--- src/rtl/div_pkg.sv ---
// Shared definitions for the signed divider pre/post-processing slice.
package div_pkg;

  localparam int unsigned DIV_WIDTH = 32;
  // Widest operand the constant helpers below can describe.
  localparam int unsigned MAX_WIDTH = 128;

  // Sign/exception flags captured alongside the operand magnitudes.
  typedef struct packed {
    logic neg_q;
    logic neg_r;
    logic dbz;
    logic ovf;
  } s1_flags_t;

  // Most-negative two's-complement value of width w, LSB-aligned.
  function automatic logic [MAX_WIDTH-1:0] most_neg(input int unsigned w);
    logic [MAX_WIDTH-1:0] v;
    v = '0;
    v[w-1] = 1'b1;
    return v;
  endfunction

  // All-ones value of width w, LSB-aligned.
  function automatic logic [MAX_WIDTH-1:0] all_ones(input int unsigned w);
    return {MAX_WIDTH{1'b1}} >> (MAX_WIDTH - w);
  endfunction

endpackage

--- src/rtl/sdiv_fixup.sv ---
// Result selection and sign restoration in front of the output register.
module sdiv_fixup
  import div_pkg::*;
#(
  parameter int unsigned WIDTH = DIV_WIDTH
) (
  input  logic [WIDTH-1:0] core_q_i,
  input  logic [WIDTH-1:0] core_r_i,
  input  s1_flags_t        flags_i,
  input  logic [WIDTH-1:0] x_raw_i,
  output logic [WIDTH-1:0] q_o,
  output logic [WIDTH-1:0] r_o,
  output logic             dbz_o,
  output logic             ovf_o
);

  localparam logic [MAX_WIDTH-1:0] MOST_NEG_FULL = most_neg(WIDTH);
  localparam logic [WIDTH-1:0]     MOST_NEG      = MOST_NEG_FULL[WIDTH-1:0];

  // Divide-by-zero wins over overflow; otherwise restore signs on the core result.
  always_comb begin
    q_o   = flags_i.neg_q ? -core_q_i : core_q_i;
    r_o   = flags_i.neg_r ? -core_r_i : core_r_i;
    dbz_o = flags_i.dbz;
    ovf_o = flags_i.ovf;
    if (flags_i.dbz) begin
      q_o   = '1;
      r_o   = x_raw_i;
      ovf_o = 1'b0;
    end else if (flags_i.ovf) begin
      q_o = MOST_NEG;
      r_o = '0;
    end
  end

endmodule

--- src/rtl/sdiv_prepost.sv ---
// Two-stage signed/unsigned wrapper around an unsigned combinational divider.
module sdiv_prepost
  import div_pkg::*;
#(
  parameter int unsigned WIDTH = DIV_WIDTH
) (
  input  logic             clk,
  input  logic             rst,
  input  logic             in_valid,
  output logic             in_ready,
  input  logic             in_signed,
  input  logic [WIDTH-1:0] in_x,
  input  logic [WIDTH-1:0] in_y,
  output logic [WIDTH-1:0] core_x,
  output logic [WIDTH-1:0] core_y,
  input  logic [WIDTH-1:0] core_q,
  input  logic [WIDTH-1:0] core_r,
  output logic             out_valid,
  input  logic             out_ready,
  output logic [WIDTH-1:0] out_q,
  output logic [WIDTH-1:0] out_r,
  output logic             out_dbz,
  output logic             out_ovf
);

  localparam logic [MAX_WIDTH-1:0] MOST_NEG_FULL = most_neg(WIDTH);
  localparam logic [MAX_WIDTH-1:0] ALL_ONES_FULL = all_ones(WIDTH);
  localparam logic [WIDTH-1:0]     MOST_NEG      = MOST_NEG_FULL[WIDTH-1:0];
  localparam logic [WIDTH-1:0]     ALL_ONES      = ALL_ONES_FULL[WIDTH-1:0];

  // Stage S1 state
  logic             s1_valid_q;
  logic [WIDTH-1:0] core_x_q, core_x_d;
  logic [WIDTH-1:0] core_y_q, core_y_d;
  logic [WIDTH-1:0] x_raw_q;
  s1_flags_t        flags_q, flags_d;

  // Stage S2 state
  logic             out_valid_q;
  logic [WIDTH-1:0] out_q_q, out_r_q;
  logic             out_dbz_q, out_ovf_q;

  // Fixup outputs feeding S2
  logic [WIDTH-1:0] fix_q, fix_r;
  logic             fix_dbz, fix_ovf;

  logic accept;
  logic s2_load;

  assign s2_load  = s1_valid_q && (!out_valid_q || out_ready);
  assign in_ready = !s1_valid_q || !out_valid_q || out_ready;
  assign accept   = in_valid && in_ready;

  // Operand magnitudes and sign/exception flags for S1. The most-negative
  // value negates to itself, which is already its correct unsigned magnitude.
  always_comb begin
    core_x_d      = (in_signed && in_x[WIDTH-1]) ? -in_x : in_x;
    core_y_d      = (in_signed && in_y[WIDTH-1]) ? -in_y : in_y;
    flags_d.neg_q = in_signed && (in_x[WIDTH-1] ^ in_y[WIDTH-1]);
    flags_d.neg_r = in_signed && in_x[WIDTH-1];
    flags_d.dbz   = (in_y == '0);
    flags_d.ovf   = in_signed && (in_x == MOST_NEG) && (in_y == ALL_ONES);
  end

  // S1 register: capture operands on accept; valid drops only when drained without refill.
  always_ff @(posedge clk or posedge rst) begin
    if (rst) begin
      s1_valid_q <= 1'b0;
      core_x_q   <= '0;
      core_y_q   <= '0;
      x_raw_q    <= '0;
      flags_q    <= '0;
    end else begin
      if (accept) begin
        s1_valid_q <= 1'b1;
        core_x_q   <= core_x_d;
        core_y_q   <= core_y_d;
        x_raw_q    <= in_x;
        flags_q    <= flags_d;
      end else if (s2_load) begin
        s1_valid_q <= 1'b0;
      end
    end
  end

  sdiv_fixup #(
    .WIDTH(WIDTH)
  ) u_fixup (
    .core_q_i(core_q),
    .core_r_i(core_r),
    .flags_i (flags_q),
    .x_raw_i (x_raw_q),
    .q_o     (fix_q),
    .r_o     (fix_r),
    .dbz_o   (fix_dbz),
    .ovf_o   (fix_ovf)
  );

  // S2 register: load the corrected result; hold it while downstream stalls.
  always_ff @(posedge clk or posedge rst) begin
    if (rst) begin
      out_valid_q <= 1'b0;
      out_q_q     <= '0;
      out_r_q     <= '0;
      out_dbz_q   <= 1'b0;
      out_ovf_q   <= 1'b0;
    end else begin
      if (s2_load) begin
        out_valid_q <= 1'b1;
        out_q_q     <= fix_q;
        out_r_q     <= fix_r;
        out_dbz_q   <= fix_dbz;
        out_ovf_q   <= fix_ovf;
      end else if (out_ready) begin
        out_valid_q <= 1'b0;
      end
    end
  end

  assign core_x    = core_x_q;
  assign core_y    = core_y_q;
  assign out_valid = out_valid_q;
  assign out_q     = out_q_q;
  assign out_r     = out_r_q;
  assign out_dbz   = out_dbz_q;
  assign out_ovf   = out_ovf_q;

endmodule

--- config.mk ---
export PLATFORM = sky130hd
export DESIGN_NAME = sdiv_prepost
export DESIGN_NICKNAME = d
export VERILOG_FILES = /design/src/rtl/div_pkg.sv /design/src/rtl/sdiv_fixup.sv /design/src/rtl/sdiv_prepost.sv
export SDC_FILE = /design/constraint.sdc
export NUM_CORES = 1
export LEC_CHECK = 0
export ABC_AREA = 1
export CAP_MARGIN = 30
export CELL_PAD_IN_SITES_DETAIL_PLACEMENT = 2
export CELL_PAD_IN_SITES_GLOBAL_PLACEMENT = 2
export CORE_MARGIN = 1
export CORE_UTILIZATION = 23
export CTS_CLUSTER_DIAMETER = 120
export DETAILED_ROUTE_END_ITERATION = 10
export DONT_BUFFER_PORTS = 1
export PLACE_DENSITY_LB_ADDON = 0.08
export SYNTH_ARGS = -nofsm -noshare
export SYNTH_HDL_FRONTEND = slang
export SYNTH_SLANG_ARGS = --single-unit
--- constraint.sdc ---
create_clock -name clk -period 6.6 [get_ports clk]
set_input_delay 0.66 -clock clk [delete_from_list [all_inputs] [get_ports clk]]
set_output_delay 0.66 -clock clk [all_outputs]
set_load 0.01 [all_outputs]
# [After elaboration in Yosys (flattened, before gate mapping)]
# Index checks and enable logic that the tools add are counted.
[word_totals] input_bits=133 elab_cells=48 reg_bits=168
[op_classes] n_reduce_logical=15 bitwise=1 muxes=13 eq_ne=2 addsub=4
[ops] operator="32-bit 2-to-1 mux" count=8
[ops] operator="32-bit negator" count=4
[ops] operator="32-bit equality test, second input constant" count=2
[ops] operator="32-bit logical NOT" count=1
[ops] operator="1-bit logical AND" count=7
[ops] operator="1-bit 2-to-1 mux" count=5
[ops] operator="2-bit nonzero test" count=2
[ops] operator="1-bit logical OR" count=3
[ops] operator="1-bit logical NOT" count=2
[ops] operator="1-bit bitwise XOR" count=1

# [Depth between registers and ports, before layout]
[logic_depth] depth_word=5 depth_mapped=11

# [Hierarchy]
# A second synthesis with hierarchy kept.
[unflattened] hier_cells=1540 hier_area_um2=10756.6
[by_module_without_submodules] mod="sdiv_prepost" area_each_um2=8231.6 instances=1 cells_each=987
[by_module_without_submodules] mod="sdiv_fixup" area_each_um2=2524.9 instances=1 cells_each=553

# [Worst setup path before layout]
# Ideal clock, no wire load.
[synth_timing] path_type="input -> register" start="input port core_r[0]" end="register out_r_q[22], in the netlist out_r[22]" arrival_time_ns=1.653 slack_ns=4.823 n_path_buf=0 t_required_ns=6.476 cell_stages=9 setup_time_ns=0.124 path_cell_list="inv_1 -> ha_1 -> nand3_1 -> nor2_4 -> nor2_1 -> nor2_2 -> nand3_1 -> nand3_1 -> nand3_1"
[synth_between] elab_chain_len=4
[synth_rtl] element="from (decl)" line="sdiv_prepost.sv:17" source="input logic [WIDTH-1:0] core_r,"
[synth_rtl] element="32-bit negator" line="sdiv_fixup.sv:23" source="r_o = flags_i.neg_r ? -core_r_i : core_r_i;"
[synth_rtl] element="32-bit 2-to-1 mux" line="sdiv_fixup.sv:23"
[synth_rtl] element="32-bit 2-to-1 mux" line="sdiv_fixup.sv:30" source="end else if (flags_i.ovf) begin"
[synth_rtl] element="32-bit 2-to-1 mux" line="sdiv_fixup.sv:26" source="if (flags_i.dbz) begin"
[synth_rtl] element="to (signal assigned)" line="sdiv_prepost.sv:111" source="out_r_q <= fix_r;"
[synth_rtl] element="to (decl)" line="sdiv_prepost.sv:40" source="logic [WIDTH-1:0] out_q_q, out_r_q;"
# No other way between the ends.
# A chain may end at the register's enable or synchronous reset.

# [Worst setup path after layout]
[layout_timing] start="register out_valid_q, in the netlist out_valid" end="register core_x_q[8], in the netlist core_x[8]"
[layout_between] elab_chain_len=4
[layout_rtl] element="from (decl)" line="sdiv_prepost.sv:39" source="logic out_valid_q;"
[layout_rtl] element="from (signal assigned)" line="sdiv_prepost.sv:102" source="out_valid_q <= 1'b0;"
[layout_rtl] element="from (signal assigned)" line="sdiv_prepost.sv:109" source="out_valid_q <= 1'b1;"
[layout_rtl] element="from (signal assigned)" line="sdiv_prepost.sv:115" source="out_valid_q <= 1'b0;"
[layout_rtl] element="1-bit logical NOT" line="sdiv_prepost.sv:51" source="assign in_ready = !s1_valid_q || !out_valid_q || out_ready;"
[layout_rtl] element="1-bit logical OR (2 in series)" line="sdiv_prepost.sv:51"
[layout_rtl] element="via in_ready" line="sdiv_prepost.sv:10" source="output logic in_ready,"
[layout_rtl] element="1-bit logical AND" line="sdiv_prepost.sv:52" source="assign accept = in_valid && in_ready;"
[layout_rtl] element="to (signal assigned)" line="sdiv_prepost.sv:76" source="core_x_q <= core_x_d;"
[layout_rtl] element="to (decl)" line="sdiv_prepost.sv:33" source="logic [WIDTH-1:0] core_x_q, core_x_d;"
# The timed path passes the listed nets, and every way through them passes these cells.

==> flow_summary_export.csv <==
group,metric,value,unit
global_routing,antenna_found_initial,2,
worst_setup_path,cp_max_fo,65,
timing,finClkSkew,0.0108,ns
drt,via_count,10300,
worst_setup_path,worstPathArrival,2.87,ns
synthesis,seq_area_frac_synth,0.398,
floorplan,die_x,216,um
power_and_ir_drop,p_int,2.12,mW
power_and_ir_drop,comb_power_share,0.197,
synthesis,ys_types,45,
floorplan,rows,77,
floorplan,ioPinCount,265,
worst_setup_path,cpMaxStageDelayCell,"buf_4",
global_routing,top_usage_layer,"met2",
final_layout,nNetsFinal,1652,
clocking,cts_tree,"built",
worst_setup_path,worst-r2r-setup-slack,4.09,ns
synthesis,syn_area,10500,um2
clocking,cts_setup_buffers,0,
timing,max_slew_margin,0.387,
power_and_ir_drop,p_clk_frac,0.341,
final_layout,drive_above_1_share,0.0648,
final_layout,regArea,4180,um2
power_and_ir_drop,seq_power_share,0.463,
power_and_ir_drop,p_total,3.36,mW
synthesis,synth_top_area_cell,"dfrtp_1",
worst_setup_path,crit_chain,"nand3_2 > nand2_4 > buf_4 > buf_4 > nor2_1 > nand2_1 > o211ai_1",
clocking,path_clk_slew,0.07,ns
drt,drtIter0Drc,472,
clocking,cts-htree-levels,4,
synthesis,synth_edf_count,0,
global_routing,grt_pass1_vias,11000,
worst_setup_path,crit_type,"reg -> reg",
worst_setup_path,cp_common_cell,"buf_4",
clocking,clock_latency,0.49,ns
placement,dp.cells,2087,
timing,setup_viol,0,
worst_setup_path,cpPeakStageDelay,0.62,ns
synthesis,avgSynthCellArea,6.82,um2
timing,period_share,0.380,
timing,fin_setup_tns,0,ns
placement,io_buffers,0,
run_status,outcome,"finished clean",
synthesis,async_flop_share,1.00,
power_and_ir_drop,power_leakage,5.44,nW
worst_setup_path,path_delay_family,"buffers and inverters",
synthesis,yosysMostFrequentCell,"nand2_1",
final_layout,finish.utilization,0.263,
timing,fmax,398,MHz
global_routing,grt_pass1_wl,72.5,mm
drt,route.detailed.drc,0,
final_layout,synthToLayoutAreaGrowth,11.7,%
synthesis,synth_commonest_cells,"nand2_1 (451), nand3_1 (198), nor2_1 (181), dfrtp_1 (167), inv_1 (161)",
final_layout,n_fill_cell,5297,
clocking,post_cts_resized,0,
drt,wl_per_cell,22.5,um
global_routing,grt_max_degree,128,
worst_setup_path,startpoint_type,"register",
placement,post-dp-hpwl,37.6,mm
drt,vias_per_cell,4.84,
timing,rsz0062_at_grt,"no",
synthesis,synthCells,1540,
clocking,cts_hold_buf,0,
clocking,clkSinkCount,167,
drt,drtPass1Iterations,4,
placement,gp_congestion,0.796,
synthesis,synth.area.top_cells,"dfrtp_1 (40%), nand2_1 (16%), nand3_1 (9.4%)",
timing,setup_slack,4.09,ns
synthesis,synth_nets,1678,
timing,period_needed,2.51,ns
global_routing,grtUsageMet2,0.330,
global_routing,track_usage,0.210,
job,drv_cap,0,
hold_path,hold_path.class,"in -> async",
final_layout,fin_cells,2120,
final_layout,multiInputGateArea,5430,um2
synthesis,synth_seq_cells,167,
synthesis,synth_top_area_share,0.398,
worst_setup_path,crit_path_end_kind,"register",
drt,wirelength,47.7,mm
worst_setup_path,crit_required,6.96,ns
floorplan,die_area,46500,um2
timing,worst_pin_slew,0.919,ns
clocking,cts_root_buf,"clkbuf_16",
placement,post-place-ws,3.75,ns
worst_setup_path,crit_buf_inv,2,
drt,antenna_left,0,
power_and_ir_drop,ir_drop,0.170,mV
floorplan,start_util,0.235,
synthesis,ys.flop_type,"dfrtp_1",
timing,drv_slew,0,
floorplan,dieHeight,216,um
clocking,clock_path_buffers,2,
power_and_ir_drop,p_sw,1.24,mW
power_and_ir_drop,power.density,287,nW/um2
global_routing,grt_util_met3,0.0777,
timing,hold_viol_final,0,
global_routing,met1_usage,0.269,
synthesis,yosys_warnings,0,
floorplan,core,44600,um2
clocking,cts_made_buffers,17,
global_routing,overflow,0,
power_and_ir_drop,swShare,0.369,
placed cells by master, fill, tap and decap left out, types with 17 or more instances in the layout:
cell,n
nand2_1,451
nand3_1,198
nor2_1,180
dfrtp_1,167
inv_1,160
o21ai_0,86
a21oi_1,57
nand4_1,29
o211ai_1,19
xor2_1,17
clkbuf_16,17
through the flow:
| step | hold slack, ns | cell area (um2) |
|---|---|---|
| final | 0.0504 | 11700 |
| after global routing | 0.0536 | 11700 |
| after CTS | 0.0321 | 11700 |
| after detailed placement | 0.476 | 11100 |
| after global placement | 0.467 | 11100 |
| after floorplan | 0.449 | 10500 |
registers in the layout (all words and copies together), names as in the netlist:
register / flops
out_q: 32
x_raw_q: 31
out_ovf: 1
core_x: 32
out_valid: 1
out_dbz: 1
flags_q: 4
out_r: 32
core_y: 32
s1_valid_q: 1
power groups by stage:
stage	registers (mW)	logic [mW]	clock network (mW)
global route	1.59	0.770	1.23
finish	1.56	0.661	1.15
CTS	1.57	0.684	1.20
detailed placement	1.58	0.682	0
floorplan	1.47	0.502	0
global placement	1.58	0.655	0
routing by layer:
layer	up-vias	part of all wire
met5	-	0
met4	0	0.016
met3	40	0.090
met2	206	0.46
met1	5096	0.44
li1	4920	-
layout make-up:
cell class,instances,area share
antenna,1,0.000213
clock buffer,19,0.0386
sequential,167,0.356
multi-input combinational,1151,0.463
inverter,167,0.0539
timing repair buffer,10,0.00811
clock inverter,13,0.0165
tap,592,0.0632
final timing paths:
path,from,endpoint,cells past startpoint
setup / recovery,out_valid$_DFFE_PP0P_,core_x[8]$_DFFE_PP0P_,7
setup reg to reg,out_valid$_DFFE_PP0P_,core_x[8]$_DFFE_PP0P_,7
min in group clk,in_x[30],core_x[30]$_DFFE_PP0P_,1
max in group asynchronous,rst,out_q[13]$_DFFE_PP0P_,2
hold reg to reg,x_raw_q[19]$_DFFE_PP0P_,x_raw_q[19]$_DFFE_PP0P_,2
hold / removal,rst,out_r[16]$_DFFE_PP0P_,1
cell families after synthesis:
group	count (synthesis)	share of synthesized area
xor+xnor	17	0.0142
flops	167	0.398
fa+ha+maj	5	0.00596
compound gates	197	0.105
simple gates	932	0.391
buf+inv	222	0.0855
Note: power is estimated with default switching activity, not from simulation.
